`config.mk`:
```
export PLATFORM = sky130hd
export DESIGN_NAME = mc_controller
export DESIGN_NICKNAME = d
export VERILOG_FILES = /design/src/rtl/cpu_usm_pkg.sv /design/src/rtl/alu_dec.sv /design/src/rtl/mc_controller.sv
export SDC_FILE = /design/constraint.sdc
export NUM_CORES = 1
export LEC_CHECK = 0
export ABC_AREA = 1
export CAP_MARGIN = 20
export CORE_MARGIN = 3
export CORE_UTILIZATION = 30
export CTS_BUF_LIST = sky130_fd_sc_hd__clkbuf_16
export CTS_CLUSTER_SIZE = 14
export DETAILED_ROUTE_END_ITERATION = 8
export MAX_ROUTING_LAYER = met4
export PLACE_DENSITY = 0.69
export SYNTH_ARGS = -nofsm -noshare
export SYNTH_HDL_FRONTEND = slang
export SYNTH_SLANG_ARGS = --single-unit
```
`constraint.sdc`:
```
create_clock -name clk -period 1.5 [get_ports clk]
set_input_delay 0.15 -clock clk [delete_from_list [all_inputs] [get_ports clk]]
set_output_delay 0.15 -clock clk [all_outputs]
set_load 0.05 [all_outputs]
```
`src/rtl/cpu_usm_pkg.sv`:
```
// Shared encodings for the cpu_usm_v1 multicycle control unit: FSM states,
// opcodes, ALU control codes and the select meanings used at the datapath mux sites.
package cpu_usm_pkg;

    localparam int OP_W     = 7;
    localparam int ALUCTL_W = 3;

    typedef enum logic [3:0] {
        S_FETCH    = 4'd0,
        S_DECODE   = 4'd1,
        S_MEMADR   = 4'd2,
        S_MEMREAD  = 4'd3,
        S_MEMWB    = 4'd4,
        S_MEMWRITE = 4'd5,
        S_EXECR    = 4'd6,
        S_EXECI    = 4'd7,
        S_ALUWB    = 4'd8,
        S_BEQ      = 4'd9,
        S_JAL      = 4'd10
    } state_t;

    typedef enum logic [1:0] {
        ALUOP_ADD   = 2'b00,
        ALUOP_SUB   = 2'b01,
        ALUOP_FUNCT = 2'b10
    } alu_op_t;

    localparam logic [OP_W-1:0] OP_LW  = 7'b0000011;
    localparam logic [OP_W-1:0] OP_SW  = 7'b0100011;
    localparam logic [OP_W-1:0] OP_R   = 7'b0110011;
    localparam logic [OP_W-1:0] OP_I   = 7'b0010011;
    localparam logic [OP_W-1:0] OP_BEQ = 7'b1100011;
    localparam logic [OP_W-1:0] OP_JAL = 7'b1101111;

    localparam logic [ALUCTL_W-1:0] ALU_ADD = 3'b000;
    localparam logic [ALUCTL_W-1:0] ALU_SUB = 3'b001;
    localparam logic [ALUCTL_W-1:0] ALU_AND = 3'b010;
    localparam logic [ALUCTL_W-1:0] ALU_OR  = 3'b011;
    localparam logic [ALUCTL_W-1:0] ALU_SLT = 3'b101;

    localparam logic [1:0] RES_ALUOUT    = 2'b00;
    localparam logic [1:0] RES_DATA      = 2'b01;
    localparam logic [1:0] RES_ALURESULT = 2'b10;

    localparam logic [1:0] SRCA_PC    = 2'b00;
    localparam logic [1:0] SRCA_OLDPC = 2'b01;
    localparam logic [1:0] SRCA_A     = 2'b10;

    localparam logic [1:0] SRCB_WDATA = 2'b00;
    localparam logic [1:0] SRCB_IMM   = 2'b01;
    localparam logic [1:0] SRCB_FOUR  = 2'b10;

    localparam logic [1:0] IMM_I = 2'b00;
    localparam logic [1:0] IMM_S = 2'b01;
    localparam logic [1:0] IMM_B = 2'b10;
    localparam logic [1:0] IMM_J = 2'b11;

    // Immediate format depends only on the opcode, so it is valid in every state.
    function automatic logic [1:0] imm_decode(input logic [OP_W-1:0] op);
        case (op)
            OP_SW:   return IMM_S;
            OP_BEQ:  return IMM_B;
            OP_JAL:  return IMM_J;
            default: return IMM_I;
        endcase
    endfunction

endpackage

```
`src/rtl/alu_dec.sv`:
```
// ALU decoder: maps the FSM's alu_op class plus instruction funct bits to
// the datapath alu_control code.
module alu_dec
    import cpu_usm_pkg::*;
#(
    parameter int ALUCTL_W_P = ALUCTL_W
) (
    input  alu_op_t               i_alu_op,
    input  logic [2:0]            i_funct3,
    input  logic                  i_funct7b5,
    input  logic                  i_op5,
    output logic [ALUCTL_W_P-1:0] o_alu_control
);

    // Only R-type (op[5]=1) can subtract via funct7; addi ignores funct7b5.
    logic w_is_sub;
    assign w_is_sub = i_funct7b5 & i_op5;

    always_comb begin
        o_alu_control = ALU_ADD;
        case (i_alu_op)
            ALUOP_ADD: o_alu_control = ALU_ADD;
            ALUOP_SUB: o_alu_control = ALU_SUB;
            ALUOP_FUNCT: begin
                case (i_funct3)
                    3'b000:  o_alu_control = w_is_sub ? ALU_SUB : ALU_ADD;
                    3'b010:  o_alu_control = ALU_SLT;
                    3'b110:  o_alu_control = ALU_OR;
                    3'b111:  o_alu_control = ALU_AND;
                    default: o_alu_control = ALU_ADD;
                endcase
            end
            default: o_alu_control = ALU_ADD;
        endcase
    end

endmodule

```
`src/rtl/mc_controller.sv`:
```
// Multicycle RV32I-subset control unit: state register plus combinational
// next-state and datapath control, with a mem_ready stall on fetch/load/store.
module mc_controller
    import cpu_usm_pkg::*;
#(
    parameter int OP_W_P     = OP_W,
    parameter int ALUCTL_W_P = ALUCTL_W
) (
    input  logic                  clk,
    input  logic                  reset,
    input  logic [OP_W_P-1:0]     op,
    input  logic [2:0]            funct3,
    input  logic                  funct7b5,
    input  logic                  zero,
    input  logic                  mem_ready,
    output logic                  pc_write,
    output logic                  adr_src,
    output logic                  mem_write,
    output logic                  ir_write,
    output logic [1:0]            result_src,
    output logic [1:0]            alu_src_a,
    output logic [1:0]            alu_src_b,
    output logic [1:0]            imm_src,
    output logic [ALUCTL_W_P-1:0] alu_control,
    output logic                  reg_write,
    output logic                  illegal_instr,
    output logic [3:0]            state_dbg
);

    state_t  r_state;
    state_t  w_next;
    alu_op_t w_alu_op;
    logic    w_pc_update;
    logic    w_branch;
    logic [ALUCTL_W_P-1:0] w_alu_control;

    always_ff @(posedge clk) begin
        if (reset) r_state <= S_FETCH;
        else       r_state <= w_next;
    end

    always_comb begin
        w_next        = S_FETCH;
        w_alu_op      = ALUOP_ADD;
        w_pc_update   = 1'b0;
        w_branch      = 1'b0;
        adr_src       = 1'b0;
        mem_write     = 1'b0;
        ir_write      = 1'b0;
        result_src    = RES_ALUOUT;
        alu_src_a     = SRCA_PC;
        alu_src_b     = SRCB_WDATA;
        imm_src       = IMM_I;
        reg_write     = 1'b0;
        illegal_instr = 1'b0;
        state_dbg     = 4'd0;
        // Reset dominates: every output stays at its zero default.
        if (!reset) begin
            state_dbg = r_state;
            imm_src   = imm_decode(op);
            case (r_state)
                S_FETCH: begin
                    alu_src_b   = SRCB_FOUR;
                    result_src  = RES_ALURESULT;
                    ir_write    = mem_ready;
                    w_pc_update = mem_ready;
                    w_next      = mem_ready ? S_DECODE : S_FETCH;
                end
                S_DECODE: begin
                    alu_src_a = SRCA_OLDPC;
                    alu_src_b = SRCB_IMM;
                    case (op)
                        OP_LW, OP_SW: w_next = S_MEMADR;
                        OP_R:         w_next = S_EXECR;
                        OP_I:         w_next = S_EXECI;
                        OP_BEQ:       w_next = S_BEQ;
                        OP_JAL:       w_next = S_JAL;
                        default: begin
                            illegal_instr = 1'b1;
                            w_next        = S_FETCH;
                        end
                    endcase
                end
                S_MEMADR: begin
                    alu_src_a = SRCA_A;
                    alu_src_b = SRCB_IMM;
                    w_next    = (op == OP_LW) ? S_MEMREAD : S_MEMWRITE;
                end
                S_MEMREAD: begin
                    adr_src = 1'b1;
                    w_next  = mem_ready ? S_MEMWB : S_MEMREAD;
                end
                S_MEMWB: begin
                    result_src = RES_DATA;
                    reg_write  = 1'b1;
                end
                S_MEMWRITE: begin
                    // Strobe held until memory accepts, so one sw is one completed write.
                    adr_src   = 1'b1;
                    mem_write = 1'b1;
                    w_next    = mem_ready ? S_FETCH : S_MEMWRITE;
                end
                S_EXECR: begin
                    alu_src_a = SRCA_A;
                    alu_src_b = SRCB_WDATA;
                    w_alu_op  = ALUOP_FUNCT;
                    w_next    = S_ALUWB;
                end
                S_EXECI: begin
                    alu_src_a = SRCA_A;
                    alu_src_b = SRCB_IMM;
                    w_alu_op  = ALUOP_FUNCT;
                    w_next    = S_ALUWB;
                end
                S_ALUWB: begin
                    reg_write = 1'b1;
                end
                S_BEQ: begin
                    alu_src_a = SRCA_A;
                    alu_src_b = SRCB_WDATA;
                    w_alu_op  = ALUOP_SUB;
                    w_branch  = 1'b1;
                end
                S_JAL: begin
                    alu_src_a   = SRCA_OLDPC;
                    alu_src_b   = SRCB_FOUR;
                    w_pc_update = 1'b1;
                    w_next      = S_ALUWB;
                end
                default: w_next = S_FETCH;
            endcase
        end
    end

    alu_dec #(.ALUCTL_W_P(ALUCTL_W_P)) u_alu_dec (
        .i_alu_op      (w_alu_op),
        .i_funct3      (funct3),
        .i_funct7b5    (funct7b5),
        .i_op5         (op[5]),
        .o_alu_control (w_alu_control)
    );

    assign alu_control = w_alu_control;
    assign pc_write    = w_pc_update | (w_branch & zero);

endmodule
```
==> Flow_metrics.wiki, run 1 <==
{| class="wikitable"
! Metric !! Value
|-
| I/O pins || 36
|-
| Pin count of the biggest net entering global routing || 12
|-
| Effective utilization at floorplan || approximately 33%
|-
| Syn Area/Cell || between 4 and 5 sq um
|-
| Synth Register Bits || 4
|-
| Die Wd || between 50 and 60 um
|-
| Longest Clk Path Bufs || 2
|-
| Hold_buf cts || 0
|-
| Placed insts || 204
|-
| Standard-cell row count || 15
|-
| Cell area after synthesis || approximately 600 sq um
|-
| Largest cells by area after synthesis || sky130_fd_sc_hd__nand2_1 (21%), sky130_fd_sc_hd__nor2_1 (17%), sky130_fd_sc_hd__inv_1 (14%)
|-
| Detail Placement HPWL || 2100 um
|-
| Net count after synthesis || between 100 and 150
|-
| Classification of the worst endpoint || output port
|-
| Sequential cell area fraction in the yosys report || between 10% and 20%
|-
| Stop err || [ERROR DPL-0033] detailed placement checks failed during check placement.
|-
| Count of buffers inserted at the top-level ports || 35
|-
| Cell type with the highest aggregate area in the netlist || sky130_fd_sc_hd__nand2_1
|-
| Run status || stopped before the end
|-
| Initial antenna violation count || 0
|-
| Clock sink count || 4
|-
| Stage at which the run stopped || 5_1_grt
|-
| Fraction of synthesized cell area taken by the top area cell type || between 20% and 30%
|-
| Netlist cell types || 17
|-
| Worst endpoint, post-GRT repair || alu_control[0]
|-
| Routability Congestion || between 0.8 and 0.9
|-
| Count of yosys warnings during synthesis || 0
|-
| Height of the chip || roughly 50 um
|-
| Clock buffers created by TritonCTS || 3
|-
| H-tree lvl count || 1
|-
| Clock root buffer || sky130_fd_sc_hd__clkbuf_16
|-
| Number of cells produced by synthesis || ~120
|}
-- stage by stage --
stage | worst slack (ns) | setup TNS [ns] | hold slack [ns] | instance area [sq um]
4_1_cts | -0.296 | -1.16 | 0.480 | 1690
2_1_floorplan | -0.285 | -0.652 | 0.310 | 694
3_5_place_dp | -0.250 | -2.99 | 0.750 | 1450
3_3_place_gp | -0.192 | -1.99 | 0.726 | 1450
-- synth_stat cells, drive strengths merged --
| library cell | n |
|---|---|
| inv | 25 |
| nor3b | 1 |
| nor4 | 1 |
| o21ai | 5 |
| ha | 2 |
| dfxtp | 4 |
| clkbuf | 1 |
| a21oi | 8 |
| nor2 | 31 |
| nand4 | 2 |
| nor3 | 1 |
| nand3 | 8 |
| nand2 | 34 |
-- cell families after synthesis --
kind of cell	count (synthesis)	share of synthesized area [%]
AOI/OAI and AO/OA	13	10.8
and+or+nand+nor	78	55.4
buffers and inverters	26	16.2
DFF	4	13.3
adders and majority gates	2	4.17
-- timing repair --
action,in CTS
endpoints found under the setup margin,21
pin swaps,18
setup buffers,9
resized for setup,40
==> run 2, diff against run 1 <==
CORE_AREA = 3 3 64 66   (was not set)
CORE_MARGIN = not set   (was 3)
CORE_UTILIZATION = not set   (was 30)
CTS_BUF_LIST = not set   (was sky130_fd_sc_hd__clkbuf_16)
CTS_CLUSTER_SIZE = not set   (was 14)
DIE_AREA = 0 0 67 69   (was not set)
MAX_ROUTING_LAYER = not set   (was met4)
PLACE_DENSITY = not set   (was 0.69)
PLACE_DENSITY_LB_ADDON = 0.15   (was not set)
clock period = 2 ns   (was 1.5 ns; I/O delays follow)
==> Flow_metrics.wiki, run 2 <==
{| class="wikitable"
! Metric !! Value
|-
| Run status || finished clean
|-
| Clock tree from TritonCTS || yes
|-
| Minimum setup slack among reg-to-reg paths || ~0.71 ns
|-
| Detailed-route vias per instance || about 4.2
|-
| Height of the chip || ~69 um
|-
| Critical register-to-register path startpoint || r_state[3]
|-
| Highest ir drop seen on vdd || 473 uV
|-
| Xor and xnor area share after synthesis || 0%
|-
| Largest family of logic cells by synthesized area || simple AND/OR/NAND/NOR gates
|-
| Via count of the first global-routing pass || 924
|-
| Crit-path max FO || 4
|-
| Fraction of synthesis flops using an asynchronous set or reset pin || 0%
|-
| Clock sink count || 4
|-
| Worst-margin pin slew || 0.342 ns
|-
| Startpoint Class || flip-flop
|-
| Time the worst path needs with I/O delays and setup || 1.93 ns
|-
| Cell area after synthesis || about 600 sq um
|-
| Required time at the endpoint of the critical path || between 1.5 and 2 ns
|-
| Capture point of the worst reg-to-reg path || r_state[2]
|-
| Startpoint-to-endpoint class of the critical path || reg -> out
|-
| Multiplexer share of the synthesized area || 0%
|-
| First-pass GRT wire length || 3860 um
|-
| Area of the multi-input gates || around 510 sq um
|-
| DR pass1 iterations || 4
|-
| Average detailed-routed wire length per instance || around 11 um
|-
| Filler instances || 390
|-
| Setup TNS || 0 ns
|-
| Longest Clk Path Bufs || 2
|-
| Maximum Capacitance Violations || 0
|-
| Initial DRC Count || 8
|-
| Post-route worst setup slack || between 0.07 and 0.08 ns
|-
| Global-route total usage across every layer || approximately a tenth
|-
| Most frequent standard cell in the layout excluding fill and tap cells || sky130_fd_sc_hd__nand2_1
|-
| Fraction of synthesized cell area taken by the top area cell type || between 20% and 30%
|-
| H-tree lvl count || 1
|-
| Post-synth EDFFs || 0
|-
| Clock buffers created by TritonCTS || 3
|-
| Cell type with the highest aggregate area in the netlist || sky130_fd_sc_hd__nand2_1
|-
| Storage element area || approximately 85 sq um
|-
| Number of cells produced by synthesis || about 120
|-
| DRC viols || 0
|-
| Ratio of total power to cell area || approximately 280 nW/um^2
|-
| Clock root buffer || sky130_fd_sc_hd__clkbuf_8
|-
| Crit. End Element || output pin
|-
| Relative max-transition margin || approximately 77%
|-
| Beginning of the critical path || r_state[3]
|-
| F_max || ~520 MHz
|-
| Number of setup violations in the final report || 0
|-
| Effective utilization at floorplan || 16.5%
|-
| Most used DFF post-synth || sky130_fd_sc_hd__dfxtp_1
|-
| FF-to-FF path depth || 8
|-
| Number of flip-flops under the largest register name || 4
|-
| Largest cells by area after synthesis || sky130_fd_sc_hd__nand2_1 (21%), sky130_fd_sc_hd__nor2_1 (17%), sky130_fd_sc_hd__inv_1 (14%)
|-
| Compound-gate portion of the synthesized area || about 11%
|-
| Share of the clock period used by the worst path || 96.4%
|-
| Last element of the critical path || alu_control[2]
|-
| Count of buffers inserted at the top-level ports || 35
|-
| Total wirelength of the detailed-routed design || 2390 um
|-
| Initial antenna violation count || 0
|-
| Class of the tightest hold or removal check || in -> reg
|-
| Post-CTS clock slew at the launch and capture registers of the worst setup and hold paths || roughly 0.030 ns
|-
| Pin count of the biggest net entering global routing || 13
|-
| Standard-cell row count || 22
|-
| Top Registers || r_state (4)
|-
| Most used cells in the layout excluding fill and tap cells || sky130_fd_sc_hd__nand2_1 (29), sky130_fd_sc_hd__nor2_1 (24), sky130_fd_sc_hd__buf_12 (21), sky130_fd_sc_hd__inv_1 (19), sky130_fd_sc_hd__buf_4 (15)
|-
| Placeable Area || roughly 3600 sq um
|-
| Worst Clk Skew || roughly 0.0031 ns
|-
| Overall via count from detail_route || 926
|-
| Layout cells sized above 1 || a little under two fifths
|-
| Clk Latency, worst-skew pair || ~0.22 ns
|-
| Post-Place Worst Slack || between 0.06 and 0.07 ns
|-
| WP data arrival || 1.73 ns
|-
| Final-stage net count || between 150 and 200
|-
| Die Wd || ~67 um
|-
| Leakage power || 0.697 nW
|-
| Detail Placement HPWL || 1980 um
|-
| Final-layout worst hold slack || 0.527 ns
|-
| Inserted Diodes || 0
|-
| Register with the most flip-flops || r_state
|-
| Commonest cells post-synth || sky130_fd_sc_hd__nand2_1 (33), sky130_fd_sc_hd__nor2_1 (27), sky130_fd_sc_hd__inv_1 (22), sky130_fd_sc_hd__a21oi_1 (8), sky130_fd_sc_hd__nand3_1 (8)
|-
| Global route overflow || 0
|-
| Netlist cell types || 17
|-
| Count of yosys warnings during synthesis || 0
|-
| Final number of hold-violating endpoints || 0
|-
| Sequential cell area fraction in the yosys report || 13.3%
|-
| I/O pins || 36
|-
| Syn Area/Cell || between 4 and 5 sq um
|-
| Synth Area in Simple Gates || a little under three fifths
|-
| Adder and majority cell fraction of the synthesized area || ~4.2%
|-
| Synth Register Bits || 4
|-
| Synthesis-to-finish area growth || 144%
|-
| Most frequent cell after synthesis || sky130_fd_sc_hd__nand2_1
|-
| Die Area || about 4600 sq um
|-
| Routability Congestion || 0.780
|-
| Net count after synthesis || between 100 and 150
|-
| Final-report max-slew violation count || 0
|-
| Hold_buf cts || 0
|-
| Residual antenna-violating net count after detailed routing || 0
|}
[run 2: worst min-delay path by stage]
stage / startpoint / end / slack (ns) / depth (start not counted)
5_1_grt: reset / r_state[3] / 0.55 / 3
3_3_place_gp: r_state[0] / r_state[1] / 0.70 / 4
3_5_place_dp: r_state[0] / r_state[1] / 0.69 / 4
4_1_cts: r_state[3] / r_state[3] / 0.70 / 4
2_1_floorplan: reset / r_state[2] / 0.36 / 3
6_report: reset / r_state[3] / 0.53 / 3
[run 2: cell type report]
cell class	count	share of cell area, %
multi-input cells	93	34.6
clock buffers	3	2.82
well taps	48	4.10
repair buffers	50	46.1
inverters	25	6.58
flip-flops and latches	4	5.81
[run 2: logic make-up (layout without fill, tap and decap cells)]
kind of cell | count (synthesis) | in the layout
AOI/OAI and AO/OA | 13 | 13
adders and majority gates | 2 | 2
buffers and inverters | 26 | 78
DFF | 4 | 4
and+or+nand+nor | 78 | 78
[run 2: metrics by stage]
step,util [%],power (W),cell area (sq um),cells
after floorplan,-,0.000150,619,123
after global placement,36.1,0.000242,1310,215
after detailed placement,36.1,0.000242,1310,215
after CTS,38.1,0.000413,1380,219
after global routing,40.3,0.000437,1470,223
final,40.3,0.000412,1470,223
[run 2: what timing repair did]
action,CTS,global route
setup buffers,1,4
resized for setup,8,17
setup endpoints to repair,2,6
pin swaps,4,6
cloned,0,0
[run 2: routing by layer]
| layer | share of wire (%) | track usage [%] | wire length (um) | vias to the layer above |
|---|---|---|---|---|
| met3 | 4.7 | 3.26 | 112 | 2 |
| met2 | 54 | 18.7 | 1300 | 18 |
| li1 | - | - | - | 482 |
| met1 | 40 | 11.8 | 964 | 424 |
| met4 | 0.50 | 2.25 | 12 | 0 |
| met5 | 0 | 0 | 0 | - |
[run 2: power breakdown]
group	switching (W)	internal, W
logic	0.0000839	0.0000771
clock network	0.0000386	0.000128
registers	0.00000187	0.0000821
total	0.000124	0.000287
[run 2: worst max-delay path: stages, from the launching register on]
cell                      delay (ns)
sky130_fd_sc_hd__dfxtp_2        0.33
sky130_fd_sc_hd__buf_4          0.15
sky130_fd_sc_hd__nor2_4         0.11
sky130_fd_sc_hd__nand2_4        0.08
sky130_fd_sc_hd__nor2_4         0.11
sky130_fd_sc_hd__ha_4           0.23
sky130_fd_sc_hd__nor4_4         0.32
sky130_fd_sc_hd__buf_12         0.18
(Power assumes the default switching activity.)
